File: config.mk
export PLATFORM = sky130hd
export DESIGN_NAME = move_anim_scheduler
export DESIGN_NICKNAME = d
export VERILOG_FILES = /design/src/rtl/game_pkg.sv /design/src/rtl/frame_divider.sv /design/src/rtl/move_anim_scheduler.sv
export SDC_FILE = /design/constraint.sdc
export NUM_CORES = 1
export LEC_CHECK = 0
export ABC_CLOCK_PERIOD_IN_PS = 7440
export BUFFER_PORTS_ARGS = -buffer_cell sky130_fd_sc_hd__buf_4
export CELL_PAD_IN_SITES_DETAIL_PLACEMENT = 1
export CELL_PAD_IN_SITES_GLOBAL_PLACEMENT = 1
export CORE_ASPECT_RATIO = 0.75
export CORE_UTILIZATION = 48
export CTS_CLUSTER_SIZE = 24
export DETAILED_ROUTE_END_ITERATION = 12
export PLACE_DENSITY = 0.84
export SYNTH_ARGS = -nofsm -noshare
export SYNTH_HDL_FRONTEND = slang
export SYNTH_HIERARCHICAL = 1
export SYNTH_SLANG_ARGS = --single-unit
File: constraint.sdc
create_clock -name clk -period 7.44 [get_ports clk]
set_input_delay 0.744 -clock clk [delete_from_list [all_inputs] [get_ports clk]]
set_output_delay 0.744 -clock clk [all_outputs]
set_load 0.1 [all_outputs]
File: src/rtl/game_pkg.sv
// Shared types and constants for the board-game animation path.
package game_pkg;

   typedef enum logic [2:0] {
      IDLE     = 3'd0,
      MOVE     = 3'd1,
      DONE     = 3'd2,
      POST     = 3'd3,
      EV_MOVE  = 3'd4,
      EV_DWELL = 3'd5,
      WIN      = 3'd6
   } anim_state_t;

   localparam logic [3:0] EV_NONE = 4'd0;
   localparam logic [3:0] EV_BACK = 4'd3;
   localparam logic [3:0] EV_WIN  = 4'd10;

   localparam int BOARD_MAX = 10;

   function automatic logic [3:0] clamp_pos(input logic [3:0] pos, input logic [3:0] max_pos);
      return (pos > max_pos) ? max_pos : pos;
   endfunction

endpackage

File: src/rtl/frame_divider.sv
// Counts frame_tick pulses; done fires on the tick that completes TERMINAL ticks.
module frame_divider #(
   parameter int TERMINAL = 15
) (
   input  logic clk,
   input  logic reset,
   input  logic tick,
   input  logic clear,
   output logic done
);

   logic [7:0] count;

   assign done = tick && !clear && (count == 8'(TERMINAL - 1));

   always_ff @(posedge clk or posedge reset) begin
      if (reset) begin
         count <= 8'd0;
      end else if (clear || done) begin
         count <= 8'd0;
      end else if (tick) begin
         count <= count + 8'd1;
      end
   end

endmodule

File: src/rtl/move_anim_scheduler.sv
// Steps the active player's displayed token toward the game position, then plays events.
// Optional WIN_BLINK_EN: blink the winner's token while in WIN.
module move_anim_scheduler
   import game_pkg::*;
#(
   parameter int STEP_FRAMES = 15,
   parameter int EVENT_DWELL = 30,
   parameter int MAX_POS     = BOARD_MAX
) (
   input  logic       clk,
   input  logic       reset,
   input  logic       frame_tick,
   input  logic       pos_valid,
   input  logic       turn,
   input  logic [3:0] p1_pos,
   input  logic [3:0] p2_pos,
   input  logic [3:0] event_flag,
   output logic       turn_done,
   output logic [3:0] disp_p1,
   output logic [3:0] disp_p2,
   output logic [1:0] disp_vis,
   output logic       anim_busy,
   output logic       anim_player,
   output logic [2:0] dbg_state
);

   localparam logic [3:0] MAX_POS_C = 4'(MAX_POS);

   anim_state_t state, state_next;
   logic        pos_valid_prev;
   logic [3:0]  target, target_next;
   logic        player_next;
   logic [3:0]  disp_p1_next, disp_p2_next;
   logic        turn_done_next;
   logic        pv_edge;
   logic [3:0]  live_target, turn_target, turn_disp, cur_disp, step_pos;
   logic        disp_wr;
   logic [3:0]  disp_wr_val;
   logic        step_clear, step_done, dwell_clear, dwell_done;

   assign pv_edge     = pos_valid & ~pos_valid_prev;
   assign live_target = clamp_pos(anim_player ? p2_pos : p1_pos, MAX_POS_C);
   assign turn_target = clamp_pos(turn ? p2_pos : p1_pos, MAX_POS_C);
   assign turn_disp   = turn ? disp_p2 : disp_p1;
   assign cur_disp    = anim_player ? disp_p2 : disp_p1;
   // Only evaluated while cur_disp != target, so it never wraps past 0 or MAX_POS.
   assign step_pos    = (cur_disp < target) ? cur_disp + 4'd1 : cur_disp - 4'd1;

   assign step_clear  = !((state == MOVE) || (state == EV_MOVE));
   assign dwell_clear = (state != EV_DWELL);

   frame_divider #(.TERMINAL(STEP_FRAMES)) u_step (
      .clk   (clk),
      .reset (reset),
      .tick  (frame_tick),
      .clear (step_clear),
      .done  (step_done)
   );

   frame_divider #(.TERMINAL(EVENT_DWELL)) u_dwell (
      .clk   (clk),
      .reset (reset),
      .tick  (frame_tick),
      .clear (dwell_clear),
      .done  (dwell_done)
   );

   always_comb begin
      state_next     = state;
      target_next    = target;
      player_next    = anim_player;
      turn_done_next = 1'b0;
      disp_wr        = 1'b0;
      disp_wr_val    = cur_disp;
      case (state)
         IDLE: begin
            if (pv_edge) begin
               player_next = turn;
               target_next = turn_target;
               state_next  = (turn_target == turn_disp) ? DONE : MOVE;
            end
         end
         MOVE: begin
            // Follow late corrections from the game side.
            target_next = live_target;
            if (cur_disp == target) begin
               state_next = DONE;
            end else if (step_done) begin
               disp_wr     = 1'b1;
               disp_wr_val = step_pos;
            end
         end
         DONE: begin
            turn_done_next = 1'b1;
            state_next     = POST;
         end
         POST: begin
            if (!pos_valid) begin
               target_next = live_target;
               if (event_flag == EV_WIN) begin
                  state_next = WIN;
               end else if (event_flag != EV_NONE) begin
                  state_next = (live_target != cur_disp) ? EV_MOVE : EV_DWELL;
               end else begin
                  state_next = IDLE;
               end
            end
         end
         EV_MOVE: begin
            if (cur_disp == target) begin
               state_next = EV_DWELL;
            end else if (target < cur_disp) begin
               if (frame_tick) begin
                  disp_wr     = 1'b1;
                  disp_wr_val = target;
               end
            end else if (step_done) begin
               disp_wr     = 1'b1;
               disp_wr_val = step_pos;
            end
         end
         EV_DWELL: begin
            if (dwell_done) begin
               turn_done_next = 1'b1;
               state_next     = IDLE;
            end
         end
         WIN: begin
            state_next = WIN;
         end
         default: begin
            state_next = IDLE;
         end
      endcase

      disp_p1_next = disp_p1;
      disp_p2_next = disp_p2;
      if (disp_wr && !anim_player) disp_p1_next = disp_wr_val;
      if (disp_wr && anim_player)  disp_p2_next = disp_wr_val;
   end

   always_ff @(posedge clk or posedge reset) begin
      if (reset) begin
         state          <= IDLE;
         pos_valid_prev <= 1'b0;
         target         <= 4'd0;
         anim_player    <= 1'b0;
         disp_p1        <= 4'd0;
         disp_p2        <= 4'd0;
         turn_done      <= 1'b0;
      end else begin
         state          <= state_next;
         pos_valid_prev <= pos_valid;
         target         <= target_next;
         anim_player    <= player_next;
         disp_p1        <= disp_p1_next;
         disp_p2        <= disp_p2_next;
         turn_done      <= turn_done_next;
      end
   end

   assign anim_busy = (state == MOVE) || (state == EV_MOVE) || (state == EV_DWELL);
   assign dbg_state = state;

`ifdef WIN_BLINK_EN
   logic [3:0] blink_cnt;
   logic [1:0] vis_reg;
   logic       winner;

   // P1 takes precedence when both (or neither) sit on the last square.
   assign winner = (disp_p1 != MAX_POS_C) && (disp_p2 == MAX_POS_C);

   always_ff @(posedge clk or posedge reset) begin
      if (reset) begin
         blink_cnt <= 4'd0;
         vis_reg   <= 2'b11;
      end else if (state == WIN) begin
         if (frame_tick) begin
            blink_cnt <= blink_cnt + 4'd1;
            if (blink_cnt == 4'd15) vis_reg[winner] <= ~vis_reg[winner];
         end
      end else begin
         blink_cnt <= 4'd0;
         vis_reg   <= 2'b11;
      end
   end

   assign disp_vis = vis_reg;
`else
   assign disp_vis = 2'b11;
`endif

endmodule

; Yosys cells after proc, flatten, opt, wreduce, memory -nomap -nowiden
; Cells that the tools add are included.
[totals]
ff_bits = 34
inputBits = 17
output_inout_bits = 16
wordCells = 96
[classes]
addsub = 4
n_lt_le_gt_ge = 4
n_eq_ne = 18
mux = 38
n_bitwise = 2
reduce_logical = 21
[op_table]
columns = operator, n
row1 = $mux 4, 14
row2 = $mux 8, 4
row3 = $mux 3, 7
row4 = $pmux 3 s7, 1
row5 = $add 8x1->8 const B, 2
row6 = $pmux 4 s3, 1
row7 = $eq 3x3->1 const B, 3
row8 = $eq 4x4->1, 2
row9 = $eq 8x4->1 const B, 1
row10 = $eq 8x5->1 const B, 1
row11 = $gt 4x4->1 const B, 2
row12 = $lt 4x4->1, 2
row13 = $pmux 4 s2, 1
row14 = $mux 1, 7
row15 = $eq 3x2->1 const B, 2
row16 = $logic_and 1x1->1, 6
row17 = $ne 2x1->1 const B, 3
row18 = $reduce_and 5->1, 1
row19 = $add 4x1->4 const B, 1
row20 = $eq 4x4->1 const B, 1
row21 = $logic_or 1x1->1, 4
row22 = $ne 2x2->1 const B, 2
row23 = $ne 4x4->1, 1
row24 = $pmux 1 s2, 2
row25 = 13 further kinds, 16

; Logic depth before layout (Yosys ltp)
[depth]
ltp_word = 9
depth_mapped = 16

; By module
; Netlist, hierarchy kept.
[by_module_without_submodules]
columns = module, instances, cells_each, area_per_inst_um2, seq_area_each_um2
row1 = move_anim_scheduler, 1, 238, 1899.3, 450.4
row2 = frame_divider (u_step), 1, 49, 466.7, 200.2
row3 = frame_divider (u_dwell), 1, 47, 451.7, 200.2

; Worst setup path before layout
; No wires, ideal clock.
[synth_path]
kind = reg-to-reg
startpoint = register anim_player
endpoint = register disp_p1[2]
setup_ps = 70
arrival_ps = 3840
required_time_ps = 7370
setup_slack_ps = 3530
path_stages_with_launch = 16
synth_period_minus_slack_ps = 3910
path_cell_list = dfrtp_1 -> buf_6 -> mux2i_1 -> ha_1 -> nor2b_1 -> o211ai_1 -> nand2_1 -> nand2_1 -> inv_1 -> fa_1 -> xor2_1 -> nand2_1 -> o21ai_0 -> mux2_2 -> o221ai_1 -> mux2_2
[synth_between]
elab_chain_cells = 7
[synth_rtl]
columns = element, line_no
row1 = from (decl), move_anim_scheduler.sv:23  ; output logic anim_player,
row2 = from (signal assigned), move_anim_scheduler.sv:155  ; anim_player <= player_next;
row3 = $mux 4, move_anim_scheduler.sv:45  ; assign cur_disp = anim_player ? disp_p2 : disp_p1;
row4 = $sub 4x1->4 (tied with other cells), move_anim_scheduler.sv:47  ; assign step_pos = (cur_disp < target) ? cur_disp + 4'd1 : cur_disp - 4'd1;
row5 = $mux 4, move_anim_scheduler.sv:47
row6 = $mux 4, "move_anim_scheduler.sv:88, move_anim_scheduler.sv:117"
row7 = $mux 4, move_anim_scheduler.sv:112  ; end else if (target < cur_disp) begin
row8 = $mux 4, move_anim_scheduler.sv:110  ; if (cur_disp == target) begin
row9 = $pmux 4 s2, move_anim_scheduler.sv:75  ; case (state)
row10 = to (signal assigned), move_anim_scheduler.sv:156  ; disp_p1 <= disp_p1_next;
row11 = to (decl), move_anim_scheduler.sv:19  ; output logic [3:0] disp_p1,
; Several ways; a longest one is shown, not always the timed one.
; A chain may end at the register's enable or synchronous reset.

; Worst setup path in the final report
[layout_path]
startpoint = register anim_player
endpoint = register disp_p2[2]
[layout_between]
elab_chain_cells = 7
[layout_rtl]
columns = element, line_no
row1 = $mux 4, move_anim_scheduler.sv:45
row2 = $sub 4x1->4 (tied with other cells), move_anim_scheduler.sv:47
row3 = $mux 4, move_anim_scheduler.sv:47
row4 = $mux 4, "move_anim_scheduler.sv:88, move_anim_scheduler.sv:117"
row5 = $mux 4, move_anim_scheduler.sv:112
row6 = $mux 4, move_anim_scheduler.sv:110
row7 = $pmux 4 s2, move_anim_scheduler.sv:75
row8 = to (signal assigned), move_anim_scheduler.sv:157  ; disp_p2 <= disp_p2_next;
row9 = to (decl), move_anim_scheduler.sv:20  ; output logic [3:0] disp_p2,
; Several ways; a longest one is shown, not always the timed one.

==> impl_metrics.json <==
{
  "outcome": "complete, no violations",
  "min_period_ps": 4297,
  "worst_ep_arrival_time_ps": 4530,
  "post-route-period-util": 0.5775,
  "use_met3": 0.04444,
  "drive_above_1_share": 0.1768,
  "crit_top_cell": "nand2_1",
  "busiest_layer": "met2",
  "vias_per_cell": 6.085,
  "clock.fmax_mhz": 232.7,
  "nFillCells": 678,
  "async_reset_ff_frac": 1.000,
  "worstMarginPinSlew_ps": 776.5,
  "overflow": 0,
  "die_area_um2": 6184,
  "path_cells": "mux2i_1 -> ha_1 -> nor2b_1 -> o211ai_1 -> nand2_1 -> nand2_1 -> inv_1 -> fa_1 -> xor2_1 -> nand2_1 -> o21ai_0 -> mux2_2 -> o221ai_1 -> mux2_2",
  "mostFrequentLayoutCells": "nand2_1 (44), dfrtp_1 (34), o21ai_0 (33), buf_4 (32), nor2_1 (20)",
  "dp_cells": 429,
  "drc": 0,
  "yosys.area.top_type": "dfrtp_1",
  "finalHoldViolations": 0,
  "slew_headroom": 0.4823,
  "worstSetupPathType": "reg2reg",
  "start_util": 0.5126,
  "cts_tree": "done",
  "rsz0062_at_grt": "false",
  "synth_top_flop_cell": "dfrtp_1",
  "gp_congestion": 0.8992,
  "dp_hpwl_mm": 6.214,
  "dr.pass1.iters": 4,
  "synth_top_cell_area_share": 0.3020,
  "finClkSkew_ps": 10.85,
  "clk_latency_ps": 300,
  "htreeDepth": 2,
  "leakage_uw": 0.001351,
  "cts_hold_buf": 0,
  "drt-initial-drc-count": 157,
  "core_um2": 5497,
  "fin_nets": 389,
  "syn_inst": 334,
  "portBuffers": 30,
  "route.detailed.wl_per_inst_um": 18.81,
  "die_h_um": 68.36,
  "crit_required_ps": 7680,
  "max-clock-path-buffers": 2,
  "path_clk_slew_ps": 80,
  "post_cts_resized": 0,
  "holdCritPathClass": "in2async",
  "slew_viol_final": 0,
  "antenna_found_initial": 0,
  "cts_buffers": 5,
  "grt_pass1_wl_mm": 13.13,
  "fin_tns_setup_ps": 0,
  "timing.hold.ws_ps": 405.0,
  "synth_edf_count": 0,
  "clockRootBuffer": "clkbuf_8",
  "use_met1": 0.4045,
  "vias": 2659,
  "syn_area_um2": 2818,
  "synth_seq_area_share": 0.3020,
  "drt-total-wl_mm": 8.222,
  "post_cts_buffers": 0,
  "ys_types": 62,
  "setup_viol": 0,
  "io_pins": 33,
  "synthTopCellsByArea": "dfrtp_1 (30%), nand2_1 (5.9%), o21ai_0 (5.9%), mux2i_1 (5.7%), ha_1 (4.4%)",
  "avgSynthCellArea_um2": 8.436,
  "diodes": 0,
  "peakVddDrop_mv": 0.2600,
  "fin_ws_ps": 3143,
  "cp_slowest_cell": "dfrtp_1",
  "ant_nets": 0,
  "finalCoreUtilization": 0.5784,
  "fp-row-count": 23,
  "crit_fanout": 18,
  "mostFrequentLayoutCell": "nand2_1",
  "die_w_um": 90.47,
  "cts_num_sinks": 34,
  "syn2layout_area_growth_pct": 12.83,
  "slowest_delay_ps": 850,
  "yosysWarnings": 6,
  "synth_seq_cells": 34,
  "preCtsSetupSlack_ps": 3267,
  "start_kind": "flop",
  "final_cells": 437,
  "first_global_vias": 2540,
  "cap_violations": 0,
  "grt_max_degree": 23,
  "grt.total_usage": 0.2774,
  "critPathCaptureType": "flop",
  "power_density_nw_per_um2": 371.4,
  "grtUsageMet2": 0.4242
}
through the flow:
step / power, uW / area [um^2]
floorplan: 846.2 / 2821
global placement: 998.1 / 3084
detailed placement: 1016 / 3084
CTS: 1176 / 3179
global route: 1253 / 3179
finish: 1181 / 3179
layer usage:
layer,wire length (um),part of all wire
met1,4246,0.52
met2,3579,0.44
met3,283,0.034
met4,114,0.014
met5,0,0
report_power, final:
| part | internal, uW | switching, uW | total [uW] |
|---|---|---|---|
| Sequential | 219 | 83.1 | 302 |
| Clock | 74.5 | 76.3 | 151 |
| Combinational | 233 | 495 | 728 |
worst max-delay path: cells and delay by family (launching register included):
kind	cells	cell delay [ps]
flip-flops	1	850
AO/OA/AOI/OAI	3	820
XOR/XNOR	1	160
multiplexers	3	990
buffers and inverters	1	130
AND/OR/NAND/NOR	4	530
adder cells (fa/ha/maj)	2	750
cell usage after synthesis, types with 3 or more instances:
cell	n
clkbuf_1	8
a21oi_1	15
nand2b_1	5
buf_4	4
ha_1	10
nor3_1	4
nor2_1	20
xor2_1	7
o211ai_1	4
nand3b_1	4
inv_1	19
or3_1	6
nand2_1	44
mux2_2	11
nand3_1	11
nor2b_1	9
a31oi_1	4
o22ai_1	4
a211oi_1	4
dfrtp_1	34
nand4_1	3
o21ai_0	33
mux2i_1	16
a21o_1	3
xnor2_1	8
logic make-up (layout without fill, tap and decap cells):
logic type / after synthesis / after routing / synth area share
compound gates: 91 / 91 / 0.2145
buf+inv: 32 / 59 / 0.05062
other cells: 1 / 2 / 0.001331
fa+ha+maj: 11 / 11 / 0.05151
simple gates: 122 / 122 / 0.2247
xor+xnor: 15 / 15 / 0.04663
mux: 28 / 28 / 0.1088
flops: 34 / 34 / 0.3020
state kept, by name, indices dropped and copies added, names as in the netlist:
register,count
u_dwell/count,8
u_step/count,8
disp_p2,4
anim_player,1
pos_valid_prev,1
turn_done,1
disp_p1,4
dbg_state,3
target,4
cell type report:
cell class	instances	area [um^2]	share of cell area
Clock buffer	6	82.58	0.02597
Clock inverter	2	12.51	0.003935
Inverter	19	71.32	0.02243
Multi-Input combinational cell	269	1828	0.5750
Sequential cell	34	850.8	0.2676
Tap cell	75	93.84	0.02952
Timing Repair Buffer	32	240.2	0.07556
worst paths after layout:
kind	start	to	slack [ps]	depth (start not counted)
setup / recovery	anim_player	disp_p2[2]	3140	14
hold / removal	reset	u_step/count[0]	400	2
setup reg to reg	anim_player	disp_p2[2]	3140	14
hold reg to reg	target[0]	target[0]	530	2
max in group asynchronous	reset	anim_player	6360	2
min in group clk	target[0]	target[0]	530	2
Note: power is estimated with default switching activity, not from simulation.
